File: config.mk
export PLATFORM = sky130hd
export DESIGN_NAME = program_loader_flat
export DESIGN_NICKNAME = d
export VERILOG_FILES = /design/src/rtl/mips_defs.sv /design/src/rtl/program_loader_if.sv /design/src/rtl/byte_packer.sv /design/src/rtl/program_loader.sv /design/src/flat_wrapper.sv
export SDC_FILE = /design/constraint.sdc
export NUM_CORES = 1
export LEC_CHECK = 0
export CAP_MARGIN = 30
export CORE_UTILIZATION = 41
export CTS_CLUSTER_SIZE = 24
export DETAILED_ROUTE_END_ITERATION = 16
export GPL_ROUTABILITY_DRIVEN = 0
export HOLD_SLACK_MARGIN = 0.05
export PLACE_DENSITY = 0.73
export SYNTH_ARGS = -nofsm -noshare
export SYNTH_HDL_FRONTEND = slang
export SYNTH_HIERARCHICAL = 1
export SYNTH_SLANG_ARGS = --single-unit
File: constraint.sdc
create_clock -name clk -period 1.6 [get_ports clk]
set_input_delay 0.48 -clock clk [delete_from_list [all_inputs] [get_ports clk]]
set_output_delay 0.48 -clock clk [all_outputs]
set_load 0.005 [all_outputs]
File: src/rtl/mips_defs.sv
// Shared definitions for the fetch-side instruction memory loader.
package mips_defs;

    localparam int LENGTH = 32;
    localparam logic [LENGTH-1:0] HALT_WORD = 32'hFFFF_FFFF;

    typedef enum logic [2:0] {
        IDLE  = 3'd0,
        RECV  = 3'd1,
        WRITE = 3'd2,
        DONE  = 3'd3,
        ERROR = 3'd4
    } loader_state_t;

endpackage

File: src/rtl/program_loader_if.sv
// UART byte stream in, instruction memory write port out.
interface program_loader_if #(
    parameter int LENGTH = mips_defs::LENGTH
);

    logic [7:0]        rx_data;
    logic              rx_valid;
    logic [LENGTH-1:0] instruction_to_write;
    logic [LENGTH-1:0] address_to_write;
    logic              write_enable;

    modport master (
        input  rx_data,
        input  rx_valid,
        output instruction_to_write,
        output address_to_write,
        output write_enable
    );

    modport slave (
        output rx_data,
        output rx_valid,
        input  instruction_to_write,
        input  address_to_write,
        input  write_enable
    );

endinterface

File: src/rtl/byte_packer.sv
// Shifts bytes into a 32-bit big-endian word; word_ready flags the byte that completes it.
module byte_packer (
    input  logic        clk,
    input  logic        reset,
    input  logic        clear,
    input  logic        enable,
    input  logic [7:0]  rx_data,
    input  logic        rx_valid,
    output logic [31:0] word,
    output logic        word_ready
);

    logic [1:0] byte_cnt;
    logic       accept;

    assign accept     = enable && rx_valid;
    assign word_ready = accept && (byte_cnt == 2'd3);

    always_ff @(posedge clk) begin
        if (reset || clear) begin
            word     <= '0;
            byte_cnt <= '0;
        end else if (accept) begin
            word     <= {word[23:0], rx_data};
            byte_cnt <= byte_cnt + 2'd1;
        end
    end

endmodule

File: src/rtl/program_loader.sv
// Packs UART bytes into instructions, writes them to instruction memory and
// pulses start once the halt word has been stored.
module program_loader #(
    parameter int                LENGTH    = mips_defs::LENGTH,
    parameter int                MEM_DEPTH = 256,
    parameter logic [LENGTH-1:0] HALT_WORD = mips_defs::HALT_WORD
) (
    input  logic             clk,
    input  logic             reset,
    input  logic             load_request,
    program_loader_if.master bus,
    output logic             start,
    output logic             loading,
    output logic             overflow
);

    import mips_defs::*;

    localparam int              CNT_W     = (MEM_DEPTH > 1) ? $clog2(MEM_DEPTH) : 1;
    localparam logic [CNT_W-1:0] LAST_ADDR = CNT_W'(MEM_DEPTH - 1);

    loader_state_t    state;
    loader_state_t    state_next;
    logic [CNT_W-1:0] word_cnt;
    logic [31:0]      word;
    logic             word_ready;
    logic             load_start;
    logic             is_halt;

    assign loading    = (state == RECV) || (state == WRITE);
    assign load_start = load_request && ((state == IDLE) || (state == DONE) || (state == ERROR));
    assign is_halt    = (LENGTH'(word) == HALT_WORD);

    // Packer stays enabled through WRITE so a byte arriving there starts the next word.
    byte_packer packer (
        .clk        (clk),
        .reset      (reset),
        .clear      (load_start),
        .enable     (loading),
        .rx_data    (bus.rx_data),
        .rx_valid   (bus.rx_valid),
        .word       (word),
        .word_ready (word_ready)
    );

    assign bus.instruction_to_write = LENGTH'(word);
    assign bus.address_to_write     = LENGTH'(word_cnt);
    assign bus.write_enable         = (state == WRITE);

    always_comb begin
        state_next = state;
        unique case (state)
            IDLE:    if (load_request) state_next = RECV;
            RECV:    if (word_ready) state_next = WRITE;
            WRITE: begin
                if (is_halt)                    state_next = DONE;
                else if (word_cnt == LAST_ADDR) state_next = ERROR;
                else                            state_next = RECV;
            end
            DONE:    if (load_request) state_next = RECV;
            ERROR:   if (load_request) state_next = RECV;
            default: state_next = IDLE;
        endcase
    end

    always_ff @(posedge clk) begin
        if (reset) begin
            state    <= IDLE;
            word_cnt <= '0;
            overflow <= 1'b0;
            start    <= 1'b0;
        end else begin
            state <= state_next;
            start <= (state == WRITE) && is_halt;
            if (load_start) begin
                word_cnt <= '0;
                overflow <= 1'b0;
            end else if ((state == WRITE) && !is_halt) begin
                if (word_cnt == LAST_ADDR) overflow <= 1'b1;
                else                       word_cnt <= word_cnt + 1'b1;
            end
        end
    end

endmodule

File: src/flat_wrapper.sv
// flat-port wrapper written by rule: the top's interface ports become plain ports
module program_loader_flat import mips_defs::*;
#(
    parameter int                LENGTH    = mips_defs::LENGTH,
    parameter int                MEM_DEPTH = 256,
    parameter logic [LENGTH-1:0] HALT_WORD = mips_defs::HALT_WORD
)
  (clk, reset, load_request, start, loading, overflow, bus_rx_data, bus_rx_valid, bus_instruction_to_write, bus_address_to_write, bus_write_enable);
  program_loader_if #(.LENGTH(LENGTH)) bus_i ();
  input  logic clk;
  input  logic reset;
  input  logic load_request;
  output logic start;
  output logic loading;
  output logic overflow;
  input wire logic [$bits(bus_i.rx_data)-1:0] bus_rx_data;
  input wire logic [$bits(bus_i.rx_valid)-1:0] bus_rx_valid;
  output wire logic [$bits(bus_i.instruction_to_write)-1:0] bus_instruction_to_write;
  output wire logic [$bits(bus_i.address_to_write)-1:0] bus_address_to_write;
  output wire logic [$bits(bus_i.write_enable)-1:0] bus_write_enable;
  assign bus_i.rx_data = bus_rx_data;
  assign bus_i.rx_valid = bus_rx_valid;
  assign bus_instruction_to_write = bus_i.instruction_to_write;
  assign bus_address_to_write = bus_i.address_to_write;
  assign bus_write_enable = bus_i.write_enable;
  program_loader #(.LENGTH(LENGTH), .MEM_DEPTH(MEM_DEPTH), .HALT_WORD(HALT_WORD)) u_core (.clk(clk), .reset(reset), .load_request(load_request), .bus(bus_i), .start(start), .loading(loading), .overflow(overflow));
endmodule
# ---- Word-level counts from Yosys, hierarchy flattened
# Index checks and enable logic that the tools add are counted.
dict set report totals {
  output_inout_bits 68
  word_cells 39
  input_bits 12
  ff_bits 47
}
dict set report op_classes {
  bitwise 1
  reduce_logical 16
  muxes 5
  add_sub_neg 2
  eq_ne 9
}
# operator count
set op_table {}
lappend op_table {{32-bit equality test, second input constant} 1}
lappend op_table {{3-bit two-way mux} 4}
lappend op_table {{3-bit case mux with 3 select lines} 1}
lappend op_table {{8-bit by 1-bit adder with 8-bit output, second input constant} 1}
lappend op_table {{8-bit equality test, second input constant} 1}
lappend op_table {{3-bit by 2-bit equality test with 1-bit output, second input constant} 2}
lappend op_table {{2-bit AND reduction} 3}
lappend op_table {{1-bit logical AND} 5}
lappend op_table {{1-bit logical OR} 4}
lappend op_table {{3-bit by 1-bit equality test with 1-bit output, second input constant} 1}
lappend op_table {{3-bit equality test, second input constant} 1}
lappend op_table {{3-bit logical NOT} 1}
lappend op_table {{3-bit OR reduction} 1}
lappend op_table {{2-bit by 1-bit adder with 2-bit output, second input constant} 1}
lappend op_table {{2-bit equality test, second input constant} 1}
lappend op_table {{2-bit by 1-bit != test with 1-bit output, second input constant} 1}
lappend op_table {{2-bit != test, second input constant} 1}
lappend op_table {{2-bit OR reduction} 1}
lappend op_table {{1-bit logical NOT} 1}
lappend op_table {{1-bit NOT} 1}

# ---- Depth between registers and ports, before layout
dict set report depth {
  word_depth 6
  mapped_depth 9
  depth_no_buf 7
}

# ---- Modules after synthesis
# The synthesis kept the hierarchy.
# module cells_each area_per_inst_um2 seq_area_each_um2 n_inst
set by_module_without_submodules {}
lappend by_module_without_submodules {byte_packer 159 1705.4 680.7 1}
lappend by_module_without_submodules {program_loader 117 1064.8 260.2 1}

# ---- Worst setup path before layout
# Ideal clock, no wire load.
dict set report synth_path {
  path_type {register to register}
  from {register u_core.state[2]}
  to {register u_core.packer.byte_cnt[0]}
  synth_period_minus_slack_ns 1.708
  setup_slack_ns -0.108
  arrival_time_ns 1.642
  path_stages_with_launch 9
  path_buffers 3
  t_required_ns 1.534
  setup_time_ns 0.066
  path_cell_list {dfxtp_1 and3b_1 o21ai_1 buf_2 inv_1 or2_1 buf_6 buf_6 a21oi_2}
}
dict set report synth_via {
  elab_chain_cells 5
  word_cells_on_any_way 11
  classes_between {eq/ne (4); reduce/logical (7)}
}
# element line
set synth_rtl {}
lappend synth_rtl {{from (decl)} program_loader.sv:22} ;# loader_state_t state;
lappend synth_rtl {{from (signal assigned)} program_loader.sv:73} ;# state <= state_next;
lappend synth_rtl {{3-bit by 2-bit equality test with 1-bit output / 3-bit logical NOT (equally long branches)} program_loader.sv:31} ;# assign load_start = load_request && ((state == IDLE) || (state == DONE) || (state == ERROR));
lappend synth_rtl {{1-bit logical OR} program_loader.sv:31}
lappend synth_rtl {{1-bit logical OR (*)} program_loader.sv:31}
lappend synth_rtl {{1-bit logical AND (*)} program_loader.sv:31}
lappend synth_rtl {{named net u_core.load_start} program_loader.sv:27} ;# logic load_start;
lappend synth_rtl {{1-bit logical OR (*)} byte_packer.sv:20} ;# if (reset || clear) begin
lappend synth_rtl {{to (signal assigned)} byte_packer.sv:25} ;# byte_cnt <= byte_cnt + 2'd1;
lappend synth_rtl {{to (decl)} byte_packer.sv:13} ;# logic [1:0] byte_cnt;
# The timed path passes the listed nets; every way through them passes the cells marked *.
# A chain may end at the register's enable or synchronous reset.

# ---- Final worst setup path
dict set report layout_path {
  from {register u_core.state[0]}
  to {output bus_write_enable}
}
dict set report layout_via {
  elab_chain_cells 1
}
# element line
set layout_rtl {}
lappend layout_rtl {{3-bit by 2-bit equality test with 1-bit output} program_loader.sv:48} ;# assign bus.write_enable = (state == WRITE);
lappend layout_rtl {{to (decl)} flat_wrapper.sv:20} ;# output wire logic [$bits(bus_i.write_enable)-1:0] bus_write_enable;
# No other way between the ends.

==> out/results.ini <==
[floorplanning]
die_w_um = 84.2
pin_count = 80
die_area_sq_um = 7090
die_h_um = 84.2
num_rows = 29
core_sq_um = 6420
initial_core_util_pct = 43.1

[layout]
final_common_cell = buf_4
final_cell_mix = 55 x buf_4, 41 x dlygate4sd2_1, 38 x dfxtp_2
instances_no_fill = 469
num_antenna_cells = 0
final_cell_area_sq_um = 4180
areaGrowthSynthToFinish_pct = 50.9
layout-drive-gt1-share_pct = 53.8
layout.nets = 405

[timing]
setup_viol = 39
skew_ps = 8.48
rsz0062_at_grt = true
max_clock_freq_mhz = 590
finalHoldViolations = 0
fin_crit_ps = 1690
period_share_pct = 106
postLayoutSetupSlackWorst_ps = -94.8
whs_ps = 484
slew_violations = 0

[power]
swShare_pct = 26.3
peakVddDrop_mv = 0.442
pwr-share-seq_pct = 47.0
clkPwrFrac_pct = 36.3
power.density_nw_per_um2 = 599
totalPowerFinal_mw = 2.50
combPwrFrac_pct = 16.7
p_int_mw = 1.85
cellLeakagePower_nw = 1.80
power.switching_mw = 0.658

[detailed_routing]
drt_iter0_drc = 192
firstDrtPassIters = 10
wl_per_cell_um = 17.6
route.detailed.drc = 8
postRouteAntennaNets = 0
viasPerCell = 5.45
routed-via-count = 2558
wl_mm = 8.25

[logic_synthesis]
ys.flop_type = dfxtp_1
syn_inst = 276
ys_warn_count = 6
synth_top_area_share_pct = 34.0
synth_async_sr_flop_share_pct = 0
synthTopCellsByArea = dfxtp_1 34%, a21oi_2 9.5%, a21bo_2 7.6%, buf_4 6.8%, nand3_1 6.7%
syn_area_per_cell_sq_um = 10.0
synth_edf_count = 0
seq_area_frac_synth_pct = 34.0
ys_types = 41
synth_seq_cells = 47
synth_top_area_cell = dfxtp_1
netlist_area_sq_um = 2770

[global_routing]
overflow = 0
grt_max_degree = 43
grt_antenna_before_repair = 0
grtUsageTotal_pct = 20.6
grt_pass1_vias = 2257
grt_pass1_wl_mm = 11.5

[critical_path]
rrSetupSlack_ps = -60
worst-path-max-fanout = 2
cp.arrival_ps = 1210
start_kind = flip-flop
required_ps = 1120
critPathKind = reg -> out
cp-end-kind = output pin
rr_endpoint = u_core/packer/word[8]
r2r_start = u_core/state[0]
ff2ff_path_depth = 7

[run_status]
violations = design-rule violations, negative setup slack
status = finished with violations

[cts]
cts_buffers = 5
cts_buffer_depth = 2
cts_tree = yes
worstSkewPairLatency_ps = 310
clkSlewWorstSetupHoldPaths_ps = 100
htreeDepth = 2
root_buffer = clkbuf_8
clock-sinks = 47
holdBufCountCts = 0

[worst_hold_path]
worstHoldEndpoint = u_core/overflow
min_path_cells = 2
hold_class = reg -> reg
min_from = u_core/overflow

[placed_design]
dpl.cell_count = 412
portBuffers = 55
placed_area_sq_um = 3370
dp_hpwl_mm = 4.31
dpl_worst_slack_ps = -268

[job]
maxCapViolations = 0

## worst max-delay path, cell delays in order (launching register included)
cell and delay, ps:
dfxtp_2 340, or3b_4 420, clkinv_4 70, buf_6 80
## cells in the mapped netlist, types with 2 or more instances
library cell,instances
a21oi_2,30
nand3_1,37
a211oi_1,3
mux2i_1,9
ha_1,2
buf_8,2
or3b_2,2
nand4_1,9
nand3b_1,12
dfxtp_1,47
a21oi_1,9
nand2_1,2
buf_6,13
inv_1,4
buf_4,25
nor2_1,3
buf_2,5
or3b_1,5
a21bo_2,21
nor4_4,2
a21bo_1,13
clkbuf_1,2
## stage by stage
stage          util, %  TNS, ps
2_1_floorplan        -        0
3_3_place_gp      52.5    -8790
3_5_place_dp      52.5    -9020
4_1_cts           60.6     -399
5_1_grt           65.1    -3300
6_report          65.1    -1330
## per-layer routing
| metal | up-vias | global-route usage, % | wire length, um |
|---|---|---|---|
| li1 | 1187 | - | - |
| met1 | 1256 | 25.4 | 3420 |
| met2 | 95 | 35.5 | 4280 |
| met3 | 20 | 4.62 | 340 |
| met4 | 0 | 7.21 | 208 |
| met5 | - | 0 | 0 |
## power groups by stage
stage	registers (mW)	clock network [mW]	logic (mW)
2_1_floorplan	1.21	0	0.253
5_1_grt	1.18	0.970	0.444
3_3_place_gp	1.21	0	0.277
3_5_place_dp	1.21	0	0.281
4_1_cts	1.18	0.915	0.351
6_report	1.18	0.909	0.419
## cells by family after synthesis
group           Yosys count  synth area share [%]
buf+inv                  52                  15.2
simple gates             80                  18.6
flops                    47                  34.0
other cells               1                 0.135
xor+xnor                  1                 0.316
fa+ha+maj                 2                 0.903
mux                       9                  3.25
compound gates           84                  27.6
## how the worst max path moves through the flow
stage,startpoint,to,slack (ps),cells after the start
2_1_floorplan,u_core/state[1],u_core/state[0],0.7,9
6_report,u_core/state[0],bus_write_enable,-90,3
3_5_place_dp,load_request,u_core/packer/word[29],-270,6
5_1_grt,u_core/state[1],u_core/word_cnt[7],-130,5
4_1_cts,u_core/state[0],bus_write_enable,-90,3
3_3_place_gp,load_request,u_core/word_cnt[4],-230,5
## timing repair
| action | in CTS | in global routing |
|---|---|---|
| setup endpoints to repair | 82 | 49 |
| cloned | 2 | 5 |
| buffers inserted | 36 | 9 |
| pin swaps | 7 | 10 |
| resized for setup | 118 | 27 |
## state kept, by name, summed over array words and instances (netlist names)
| register | flops |
|---|---|
| u_core/word_cnt | 8 |
| u_core/packer/word | 32 |
| u_core/state | 3 |
| u_core/overflow | 1 |
| u_core/packer/byte_cnt | 2 |
| u_core/start | 1 |
## cell type report
type,count,area [sq um]
clock inverters,3,43.8
flip-flops and latches,47,1010
inverters,5,26.3
multi-input cells,200,1640
clock buffers,5,68.8
well taps,77,96.3
repair buffers,132,1290
fillers,482,2240
Note: power is estimated with default switching activity, not from simulation.
